`config.mk`:
```
export PLATFORM = sky130hd
export DESIGN_NAME = load_store_unit
export DESIGN_NICKNAME = d
export VERILOG_FILES = /design/src/rtl/lsu_pkg.sv /design/src/rtl/lsu_align.sv /design/src/rtl/load_store_unit.sv
export SDC_FILE = /design/constraint.sdc
export NUM_CORES = 1
export LEC_CHECK = 0
export ABC_CLOCK_PERIOD_IN_PS = 6800
export CORE_UTILIZATION = 60
export DETAILED_ROUTE_END_ITERATION = 7
export DONT_BUFFER_PORTS = 1
export MAX_ROUTING_LAYER = met4
export PLACE_DENSITY = 0.76
export SETUP_SLACK_MARGIN = 0.5
export SYNTH_ARGS = -nofsm -noshare
export SYNTH_HDL_FRONTEND = slang
export SYNTH_SLANG_ARGS = --single-unit
export TNS_END_PERCENT = 50
```
`constraint.sdc`:
```
create_clock -name clk -period 6.8 [get_ports clk]
set_clock_uncertainty 0.15 [all_clocks]
set_input_delay 1.36 -clock clk [delete_from_list [all_inputs] [get_ports clk]]
set_output_delay 1.36 -clock clk [all_outputs]
set_load 0.03 [all_outputs]
```
`src/rtl/lsu_pkg.sv`:
```
// Shared encodings for the load/store unit: access sizes, FSM states, data-memory geometry.
package lsu_pkg;

    localparam logic [1:0] SZ_BYTE = 2'b00;
    localparam logic [1:0] SZ_HALF = 2'b01;
    localparam logic [1:0] SZ_WORD = 2'b10;
    localparam logic [1:0] SZ_RSVD = 2'b11;

    localparam int unsigned MEM_WORDS = 128;

    typedef enum logic [2:0] {
        StIdle,
        StRd,
        StLdata,
        StMerge,
        StWr,
        StResp
    } lsu_state_e;

endpackage

```
`src/rtl/lsu_align.sv`:
```
// Lane logic for the load/store unit: load extract/extend, store merge and alignment check.
// Store merge is only present when LSU_RMW_EN is defined.
module lsu_align
    import lsu_pkg::*;
(
    input  logic [1:0]  size,
    input  logic [1:0]  lane,
    input  logic        is_signed,
    input  logic [31:0] rdata,
    input  logic [31:0] wdata,
    output logic        bad,
    output logic [31:0] load_data,
    output logic [31:0] merge_data
);

    logic [7:0]  byte_v;
    logic [15:0] half_v;

    always_comb begin
        byte_v = 8'h00;
        unique case (lane)
            2'd0: byte_v = rdata[7:0];
            2'd1: byte_v = rdata[15:8];
            2'd2: byte_v = rdata[23:16];
            2'd3: byte_v = rdata[31:24];
        endcase
        half_v = lane[1] ? rdata[31:16] : rdata[15:0];

        case (size)
            SZ_BYTE: load_data = {{24{is_signed & byte_v[7]}}, byte_v};
            SZ_HALF: load_data = {{16{is_signed & half_v[15]}}, half_v};
            default: load_data = rdata;
        endcase
    end

    assign bad = (size == SZ_RSVD)
              || (size == SZ_HALF && lane[0])
              || (size == SZ_WORD && lane != 2'd0);

`ifdef LSU_RMW_EN
    always_comb begin
        merge_data = rdata;
        case (size)
            SZ_BYTE: begin
                unique case (lane)
                    2'd0: merge_data[7:0]   = wdata[7:0];
                    2'd1: merge_data[15:8]  = wdata[7:0];
                    2'd2: merge_data[23:16] = wdata[7:0];
                    2'd3: merge_data[31:24] = wdata[7:0];
                endcase
            end
            SZ_HALF: begin
                if (lane[1]) merge_data[31:16] = wdata[15:0];
                else         merge_data[15:0]  = wdata[15:0];
            end
            SZ_WORD: merge_data = wdata;
            default: merge_data = rdata;
        endcase
    end
`else
    logic unused_wdata;
    assign unused_wdata = ^wdata;
    assign merge_data   = '0;
`endif

endmodule

```
`src/rtl/load_store_unit.sv`:
```
// Memory-access stage: byte-addressed requests to a word-addressed synchronous data memory.
// Define LSU_RMW_EN to enable sub-word stores via read-modify-write.
module load_store_unit
    import lsu_pkg::*;
#(
    parameter int unsigned ADDR_W = $clog2(MEM_WORDS) + 2
) (
    input  logic              clk,
    input  logic              rst,
    input  logic              req_valid,
    output logic              req_ready,
    input  logic              req_write,
    input  logic [1:0]        req_size,
    input  logic              req_signed,
    input  logic [ADDR_W-1:0] req_addr,
    input  logic [31:0]       req_wdata,
    output logic              resp_valid,
    output logic              resp_err,
    output logic [31:0]       resp_rdata,
    output logic [ADDR_W-3:0] mem_addr,
    output logic [31:0]       mem_wdata,
    output logic              mem_write,
    output logic              mem_read,
    input  logic [31:0]       mem_rdata
);

`ifdef LSU_RMW_EN
    localparam logic RmwEn = 1'b1;
`else
    localparam logic RmwEn = 1'b0;
`endif

    lsu_state_e  state;
    logic [1:0]  size_q;
    logic [1:0]  lane_q;
    logic        signed_q;
    logic        write_q;
    logic [31:0] wdata_q;

    logic [1:0]  a_size;
    logic [1:0]  a_lane;
    logic        a_bad;
    logic [31:0] load_data;
    logic [31:0] merge_data;
    logic        accept;
    logic        req_err;

    // The alignment check runs on the incoming request in IDLE, on latched fields otherwise.
    assign a_size = (state == StIdle) ? req_size      : size_q;
    assign a_lane = (state == StIdle) ? req_addr[1:0] : lane_q;

    lsu_align u_align (
        .size       (a_size),
        .lane       (a_lane),
        .is_signed  (signed_q),
        .rdata      (mem_rdata),
        .wdata      (wdata_q),
        .bad        (a_bad),
        .load_data  (load_data),
        .merge_data (merge_data)
    );

    assign accept  = req_valid && req_ready;
    assign req_err = a_bad || (!RmwEn && req_write && req_size != SZ_WORD);

    always_ff @(posedge clk) begin
        if (rst) begin
            state      <= StIdle;
            req_ready  <= 1'b0;
            resp_valid <= 1'b0;
            resp_err   <= 1'b0;
            resp_rdata <= '0;
            mem_addr   <= '0;
            mem_wdata  <= '0;
            mem_write  <= 1'b0;
            mem_read   <= 1'b0;
            size_q     <= SZ_BYTE;
            lane_q     <= 2'd0;
            signed_q   <= 1'b0;
            write_q    <= 1'b0;
            wdata_q    <= '0;
        end else begin
            mem_read   <= 1'b0;
            mem_write  <= 1'b0;
            resp_valid <= 1'b0;
            unique case (state)
                StIdle: begin
                    req_ready <= 1'b1;
                    if (accept) begin
                        req_ready <= 1'b0;
                        size_q    <= req_size;
                        lane_q    <= req_addr[1:0];
                        signed_q  <= req_signed;
                        write_q   <= req_write;
                        wdata_q   <= req_wdata;
                        mem_addr  <= req_addr[ADDR_W-1:2];
                        if (req_err) begin
                            state      <= StResp;
                            resp_valid <= 1'b1;
                            resp_err   <= 1'b1;
                            resp_rdata <= '0;
                        end else if (req_write && req_size == SZ_WORD) begin
                            state     <= StWr;
                            mem_write <= 1'b1;
                            mem_wdata <= req_wdata;
                        end else begin
                            state    <= StRd;
                            mem_read <= 1'b1;
                        end
                    end
                end
                StRd: begin
                    state <= (RmwEn && write_q) ? StMerge : StLdata;
                end
                StLdata: begin
                    state      <= StResp;
                    resp_valid <= 1'b1;
                    resp_err   <= 1'b0;
                    resp_rdata <= load_data;
                end
`ifdef LSU_RMW_EN
                StMerge: begin
                    state     <= StWr;
                    mem_write <= 1'b1;
                    mem_wdata <= merge_data;
                end
`endif
                StWr: begin
                    state      <= StResp;
                    resp_valid <= 1'b1;
                    resp_err   <= 1'b0;
                    resp_rdata <= '0;
                end
                StResp: begin
                    state      <= StIdle;
                    req_ready  <= 1'b1;
                    resp_err   <= 1'b0;
                    resp_rdata <= '0;
                end
                default: begin
                    state     <= StIdle;
                    req_ready <= 1'b0;
                end
            endcase
        end
    end

endmodule

```
; ---- Word-level counts from Yosys, hierarchy flattened
; Cells that the tools add are included.
[totals]
ff_bits = 84
in_bits = 80
output_inout_bits = 76
wordCells = 76
[op_classes]
n_eq_ne = 14
n_mux = 22
n_bitwise = 5
reduce_logical = 23
[ops]
columns = cell, n
row1 = case mux 32 bit (3 select lines), 1
row2 = 2-to-1 mux 32 bit, 2
row3 = case mux 32 bit (2 select lines), 1
row4 = case mux 8 bit (4 select lines), 1
row5 = 2-to-1 mux 16 bit, 1
row6 = equality test 2 bit (second input constant), 5
row7 = 2-to-1 mux 3 bit, 3
row8 = case mux 3 bit (3 select lines), 1
row9 = 2-to-1 mux 1 bit, 7
row10 = equality test 3 bit (second input constant), 2
row11 = inequality test 2 bit (second input constant), 3
row12 = AND reduction 3 bit, 2
row13 = OR reduction 3 bit, 2
row14 = logical AND 1 bit, 5
row15 = equality test 2 x 1 -> 1 bit (second input constant), 2
row16 = logical NOT 2 bit, 2
row17 = 2-to-1 mux 2 bit, 2
row18 = case mux 1 bit (2 select lines), 2
row19 = AND reduction 4 bit, 1
row20 = nonzero test 2 bit, 2
row21 = OR reduction 2 bit, 2
row22 = OR reduction 4 bit, 1
row23 = equality test 3 x 1 -> 1 bit (second input constant), 1
row24 = equality test 3 x 2 -> 1 bit (second input constant), 1
row25 = 7 further kinds, 12

; ---- Longest topological paths before layout
; Gate-level depths: netlist of the first run.
[logic_depth]
depth_word = 10
ltp_mapped = 9
depth_no_buf = 5

; ---- Cells and area by module
; Synthesis of the first run repeated with hierarchy kept, for this count alone.
[unflattened]
cells_unflattened = 598
area_unflattened_um2 = 5202.5
[modules_own_cells]
columns = mod, n_inst, cells_per_inst, area_per_inst_um2, seq_area_each_um2
row1 = load_store_unit, 1, 456, 4182.8, 2322.2
row2 = lsu_align, 1, 142, 1019.7, 0.0

; ---- Least setup slack after synthesis of the first run
; Ideal clock, no wire load.
[synth_timing]
path_kind = input -> register
startpoint = in req_addr[1]
endpoint = reg resp_rdata[6]
setup_time_ns = 0.117
arrival_time_ns = 2.994
t_required_ns = 6.533
setup_slack_ns = 3.538
cell_stages = 6
n_path_buf = 2
cell_sequence = buf_2 -> or4b_4 -> and2_4 -> buf_6 -> or4b_1 -> a32o_1
[synth_between]
elab_chain_len = 7
word_cells_on_any_way = 15
cone_classes = eq/ne: 4 / mux: 5 / reduce/logical: 6
[synth_rtl]
columns = item, line_no
row1 = start: declaration, load_store_unit.sv:15  ; input logic [ADDR_W-1:0] req_addr,
row2 = 2-to-1 mux 2 bit *, load_store_unit.sv:50  ; assign a_lane = (state == StIdle) ? req_addr[1:0] : lane_q;
row3 = "parallel branches: the longest is 6 deep, another holds case mux 32 bit (2 select lines)", --
row4 = end signal: assignment, load_store_unit.sv:119  ; resp_rdata <= load_data;
row5 = end: declaration, load_store_unit.sv:19  ; output logic [31:0] resp_rdata,
; Mark *: on every way between the ends.
; A chain may end at the register's enable or synchronous reset.

; ---- Final worst setup path of the first run
[layout_timing]
startpoint = in req_addr[1]
endpoint = reg mem_wdata[26]
[layout_between]
elab_chain_len = 7
[layout_rtl]
columns = item, line_no
row1 = 2-to-1 mux 2 bit, load_store_unit.sv:50
row2 = nonzero test 2 bit, lsu_align.sv:38  ; || (size == SZ_WORD && lane != 2'd0);
row3 = logical AND 1 bit, lsu_align.sv:38
row4 = logical OR 1 bit, lsu_align.sv:38
row5 = logical OR 1 bit, load_store_unit.sv:64  ; assign req_err = a_bad || (!RmwEn && req_write && req_size != SZ_WORD);
row6 = inverter 1 bit (no line), --
row7 = AND reduction 4 bit (no line), --
row8 = end signal: assignment, load_store_unit.sv:105  ; mem_wdata <= req_wdata;
row9 = end: declaration, load_store_unit.sv:21  ; output logic [31:0] mem_wdata,
; No other way between the ends.

==> impl_metrics.tcl, run 1 <==
set metrics [dict create \
    status "complete, no violations" \
    final_antenna_net_count 0 \
    hold_violations 0 \
    drtIter0Drc 192 \
    antenna_cells 0 \
    max_stage_delay_ns 1.06 \
    relSlewSlack 0.293 \
    cp.arrival_ns 3.13 \
    wl_per_cell_um 18.4 \
    dominantRegCellSynth "dfxtp_1" \
    min_to "signed_q" \
    first_pass_iters 5 \
    rsz0062_at_grt "no" \
    setup_violations 0 \
    crit_fanout 32 \
    cp_slowest_cell "or4b_2" \
    worstHoldPathType "flip-flop to flip-flop" \
    grt_antenna_before_repair 0 \
    synth-edff-count 0 \
    syn_area_sq_um 3610 \
    finalSetupTns_ns 0 \
    max_freq_mhz 330 \
    syn_area_per_cell_sq_um 9.36 \
    yosysUniqueCellTypes 47 \
    avgViaCountPerCell 6.34 \
    num_vias 2823 \
    grt_start_max_net_pins 52 \
    power.leakage_nw 1.69 \
    r2r-end "mem_wdata[26]" \
    synth_xor_area_frac 0 \
    drt_wl_total_mm 8.19 \
    grt.total_usage 0.262 \
    seqPwrFrac 0.496 \
    worstRegToRegCells 5 \
    io_buffers 0 \
    cts_resized 0 \
    synth_top_area_cell "dfxtp_1" \
    syn-num-nets 466 \
    start_kind "input pin" \
    powerDensity_nw_per_um2 304 \
    htree_levels 3 \
    root_buffer "clkbuf_8" \
    worst_hold_path.num_cells 2 \
    die_x_um 79.6 \
    dp_cells 429 \
    p_comb_frac 0.155 \
    start_util 0.640 \
    die_h_um 79.6 \
    post-synth-top-count-cell "dfxtp_1" \
    cp.required_ns 6.89 \
    ioPinCount 156 \
    worst-r2r-setup-slack_ns 3.83 \
    dieArea_sq_um 6340 \
    first_global_vias 2538 \
    coreArea_sq_um 5640 \
    cap_violations 0 \
    async_reset_ff_frac 0 \
    yosys_register_bits 84 \
    cp_cell_sequence "nor3_1 -> a211o_1 -> or4b_2 -> mux2i_1 -> nor2_1" \
    dp_hpwl_mm 5.89 \
    p_sw_w 0.000348 \
    synth-compound-area-share 0.192 \
    drive_gt1_frac 0.0831 \
    syn_inst 386 \
    stdcell_count 445 \
    min_from "signed_q" \
    clockBufferDepth 2 \
    synth-simple-area-share 0.166 \
    crit_type "input pin to flip-flop" \
    fin_crit_sh 0.446 \
    synth_fa_ha_area_frac 0 \
    numCtsBuffers 9 \
    cts_tree "built" \
    grt_first_pass_wirelength_mm 12.4 \
    synth_top_area_share 0.465 \
    postCtsHoldBufs 0 \
    syn_to_final_growth_pct 4.99 \
    synth.top_cells.by_count "84 x dfxtp_1, 54 x nor2_1, 43 x mux2i_1" \
    ir_drop_mv 0.192 \
    worstSkewPairLatency_ns 0.34 \
    synth_mux_area_frac 0.128 \
    p_int_w 0.000804 \
    endpoint_kind "flip-flop" \
    worstMarginPinSlew_ns 1.06 \
    synth_top_family_by_area "compound AO/OA/AOI/OAI gates" \
    ys_top_cells_by_area "dfxtp_1 47%, mux2i_1 12%, nor2_1 5.6%" \
    clkPwrFrac 0.349 \
    grt_overflow 0 \
    switching_share 0.302 \
    post_cts_buffers 0 \
    gp_congestion 0.894 \
    reg2reg_from "state[1]" \
    cts.sinks 84 \
    drcViolationCount 0 \
    nets 448 \
    yosysWarnings 0 \
    slew_violations 0 \
    finalCriticalPeriod_ns 3.03 \
    yosysSeqAreaShare 0.465 \
    rows 27 \
    clk_pin_slew_ns 0.09 \
]
cell families (layout without fill, tap and decap cells):
group / Yosys count / after routing
AOI/OAI and AO/OA: 93 / 93
buffers and inverters: 33 / 20
DFF: 84 / 84
muxes: 46 / 46
and+or+nand+nor: 130 / 130
worst max-delay path, delay by kind of cell:
family,cells,cell delay (ns)
AO/OA/AOI/OAI,1,0.14
multiplexers,1,0.31
AND/OR/NAND/NOR,3,1.28
metal layers:
| metal | routed length (um) | GRT usage | up-vias |
|---|---|---|---|
| li1 | - | - | 1360 |
| met5 | 0 | - | - |
| met1 | 3430 | 0.326 | 1319 |
| met4 | 116 | 0.107 | 0 |
| met3 | 745 | 0.0811 | 15 |
| met2 | 3900 | 0.395 | 129 |
cells in the final DEF (no fill, tap or decap), types with 2 or more instances in the layout:
cell and count:
nand3_1 6, mux2i_1 42, nand2_1 41, and3_1 4, buf_4 2, nor2b_1 2, a22o_1 10, inv_1 2
o31ai_1 2, dfxtp_1 84, nor3b_1 3, a221o_1 5, bufinv_16 2, o221a_2 2, nand3b_1 4, mux2_2 3
o22ai_1 7, clkbuf_8 10, a21oi_1 16, a2111oi_0 2, nor4_1 2, nor3_1 3, o2bb2ai_1 16, a31oi_1 2
inv_6 2, a21boi_0 2, o21ai_0 10, a211o_1 9, nor4b_1 2, o21a_1 2, nor2_1 54
state kept, by name, summed over array words and instances (netlist names):
| register | count |
|---|---|
| mem_read | 1 |
| req_ready | 1 |
| mem_write | 1 |
| mem_addr | 7 |
| lane_q | 2 |
| mem_wdata | 32 |
| resp_valid | 1 |
| resp_rdata | 32 |
| state | 3 |
| size_q | 2 |
| resp_err | 1 |
| signed_q | 1 |
worst max-delay path by stage:
stage	to	slack, ns	from	depth (start not counted)
CTS	mem_wdata[27]	3.78	req_addr[1]	5
global placement	mem_wdata[18]	3.45	req_addr[1]	5
global route	mem_wdata[30]	3.64	state[1]	5
floorplan	resp_rdata[6]	3.54	req_addr[1]	6
finish	mem_wdata[26]	3.77	req_addr[1]	5
detailed placement	mem_wdata[15]	3.41	req_addr[1]	5
power groups by stage:
stage	Combinational (W)	Clock [W]	Sequential [W]
after floorplan	0.000169	0	0.000568
after global placement	0.000174	0	0.000582
after detailed placement	0.000179	0	0.000582
after CTS	0.000180	0.000408	0.000571
after global routing	0.000201	0.000430	0.000575
final	0.000179	0.000402	0.000572
area by class of cell:
cell class	count	area [sq um]
Timing Repair Buffer	2	15.0
Inverter	2	7.51
Sequential cell	84	1680
Fill cell	478	1850
Tap cell	72	90.1
Multi-Input combinational cell	269	1770
Clock inverter	6	93.8
Clock buffer	10	138
metrics by stage:
stage	power, W	instance area, sq um	util	hold WS, ns	setup slack [ns]
2_1_floorplan	0.000737	3610	-	0.293	3.54
3_3_place_gp	0.000757	3560	0.631	0.325	3.45
3_5_place_dp	0.000762	3560	0.631	0.331	3.41
4_1_cts	0.00116	3790	0.672	0.344	3.78
5_1_grt	0.00121	3790	0.672	0.373	3.64
6_report	0.00115	3790	0.672	0.345	3.77
(Power assumes the default switching activity.)
==> run 2: changes to the inputs <==
--- a/config.mk
+++ b/config.mk
@@ -5,12 +5,12 @@
 export SDC_FILE = /design/constraint.sdc
 export NUM_CORES = 1
 export LEC_CHECK = 0
-export ABC_CLOCK_PERIOD_IN_PS = 6800
-export CORE_UTILIZATION = 60
+export ABC_CLOCK_PERIOD_IN_PS = 2500
+export CORE_UTILIZATION = 56
 export DETAILED_ROUTE_END_ITERATION = 7
 export DONT_BUFFER_PORTS = 1
 export MAX_ROUTING_LAYER = met4
-export PLACE_DENSITY = 0.76
+export PLACE_DENSITY = 0.74
 export SETUP_SLACK_MARGIN = 0.5
 export SYNTH_ARGS = -nofsm -noshare
 export SYNTH_HDL_FRONTEND = slang
==> constraint.sdc (replaced) <==
create_clock -name clk -period 2.5 [get_ports clk]
set_clock_uncertainty 0.15 [all_clocks]
set_input_delay 0.5 -clock clk [delete_from_list [all_inputs] [get_ports clk]]
set_output_delay 0.5 -clock clk [all_outputs]
set_load 0.03 [all_outputs]
==> impl_metrics.tcl, run 2 (synthesis gave the netlist of run 1 again) <==
set metrics [dict create \
    busiest_layer "met2" \
    layout_commonest_cell "dfxtp_1" \
    finalCriticalPeriod_ns 2.14 \
    p_int_w 0.00223 \
    worst-r2r-setup-slack_ns 0.36 \
    powerDensity_nw_per_um2 775 \
    max_stage_delay_ns 0.42 \
    grt_overflow 0 \
    endpoint_kind "flip-flop" \
    drcViolationCount 0 \
    dieArea_sq_um 6780 \
    fin_crit_sh 0.858 \
    min_to "mem_addr[3]" \
    die_x_um 82.3 \
    switching_share 0.306 \
    htree_levels 3 \
    dp_cells 441 \
    worstRegToRegCells 7 \
    setup_slack_ns 0.356 \
    coreArea_sq_um 6060 \
    cap_violations 0 \
    reg2reg_from "state[2]" \
    worstSkewPairLatency_ns 0.34 \
    fillers 489 \
    grt_util_met2 0.422 \
    postCtsHoldBufs 0 \
    setup_violations 0 \
    power.leakage_nw 1.84 \
    worst_hold_path.num_cells 1 \
    num_vias 2927 \
    layout_common_cells "81 x dfxtp_1, 54 x nor2_1, 41 x mux2i_1" \
    root_buffer "clkbuf_8" \
    worstHoldPathType "input pin to flip-flop" \
    finalSetupTns_ns 0 \
    final_antenna_net_count 0 \
    rsz0062_at_grt "yes" \
    ir_drop_mv 0.552 \
    io_buffers 0 \
    crit_type "flip-flop to flip-flop" \
    cts_tree "built" \
    cp_slowest_cell "or3_4" \
    dp_hpwl_mm 6.09 \
    hold_violations 0 \
    start_util 0.596 \
    drive_gt1_frac 0.169 \
    slew_violations 0 \
    grt_antenna_before_repair 0 \
    status "complete, no violations" \
    grt.met1_usage 0.315 \
    relSlewSlack 0.690 \
    p_comb_frac 0.226 \
    clk_pin_slew_ns 0.08 \
    ioPinCount 156 \
    min_from "rst" \
    stdcell_count 471 \
    max_freq_mhz 466 \
    grt_util_met3 0.0813 \
    drt_wl_total_mm 8.86 \
    crit_start "state[2]" \
    r2r-end "resp_rdata[8]" \
    cts.sinks 84 \
    avgViaCountPerCell 6.21 \
    antenna_cells 0 \
    cp_cell_sequence "or3_4 -> buf_8 -> mux2_4 -> o211ai_1 -> a21oi_2 -> buf_6 -> a211o_1" \
    grt.total_usage 0.268 \
    syn_to_final_growth_pct 14.4 \
    first_global_vias 2729 \
    start_kind "flip-flop" \
    numCtsBuffers 9 \
    drtIter0Drc 155 \
    grt_first_pass_wirelength_mm 13.1 \
    top_regs "mem_wdata (32), resp_rdata (32), mem_addr (7)" \
    crit_fanout 8 \
    whs_ns 0.0667 \
    clockBufferDepth 2 \
    p_sw_w 0.000980 \
    worstMarginPinSlew_ns 0.464 \
    die_h_um 82.3 \
    grt_start_max_net_pins 52 \
    wl_per_cell_um 18.8 \
    nets 472 \
    gp_congestion 0.927 \
    cp.arrival_ns 2.22 \
    rows 28 \
    seqPwrFrac 0.481 \
    clkPwrFrac 0.292 \
    pre_cts_slack_ns 0.169 \
    first_pass_iters 4 \
    cp.required_ns 2.57 \
]
==> run 2: changes by cell type in the layout (fill, tap and decap cells not counted), moves of 2 or more <==
cell / previous run / this run
buf_12: 0 / 2
buf_4: 2 / 18
a31o_4: 0 / 2
clkinv_2: 0 / 2
dfxtp_4: 0 / 2
buf_6: 0 / 2
dfxtp_1: 84 / 81
==> run 2: what timing repair did <==
item	CTS	global route
setup endpoints to repair	66	66
gates cloned	2	1
pin swaps	7	6
setup buffers	11	1
gates resized for setup	21	7
==> run 2: worst max-delay path by stage <==
stage                                 to  slack (ns)
final                      resp_rdata[8]        0.36
after CTS                  resp_rdata[8]        0.37
after global routing      resp_rdata[14]        0.30
after global placement      mem_wdata[8]        0.24
after detailed placement  resp_rdata[22]        0.17
after floorplan            resp_rdata[6]        0.20
==> run 2: worst max-delay path, delay by kind of cell (launching register included) <==
family | cells | cell delay, ns
compound gates | 3 | 0.46
simple gates | 1 | 0.42
flops | 1 | 0.37
mux | 1 | 0.33
buf+inv | 2 | 0.29
==> run 2: power by group through the flow <==
stage	registers, W	clock network, W	logic (W)
after floorplan	0.00155	0	0.000477
after global placement	0.00157	0	0.000537
after detailed placement	0.00157	0	0.000548
after CTS	0.00154	0.000960	0.000696
after global routing	0.00155	0.00102	0.000789
final	0.00154	0.000937	0.000725
==> run 2: area by class of cell <==
cell class | instances | area [sq um] | area share
Clock inverter | 4 | 48.8 | 0.0118
Sequential cell | 84 | 1690 | 0.409
Clock buffer | 11 | 141 | 0.0342
Tap cell | 75 | 93.8 | 0.0227
Timing Repair Buffer | 25 | 265 | 0.0642
Multi-Input combinational cell | 270 | 1890 | 0.456
Inverter | 2 | 7.51 | 0.00182
==> run 2: through the flow <==
step	util	power [W]	instance area, sq um
after global routing	0.682	0.00336	4130
after CTS	0.674	0.00320	4090
after floorplan	-	0.00202	3650
final	0.682	0.00321	4130
after detailed placement	0.603	0.00212	3660
after global placement	0.603	0.00211	3660
==> run 2: per-layer routing <==
layer	part of all wire	wire (um)
met1	0.40	3540
met2	0.49	4330
met3	0.097	860
met4	0.014	122
met5	0	0
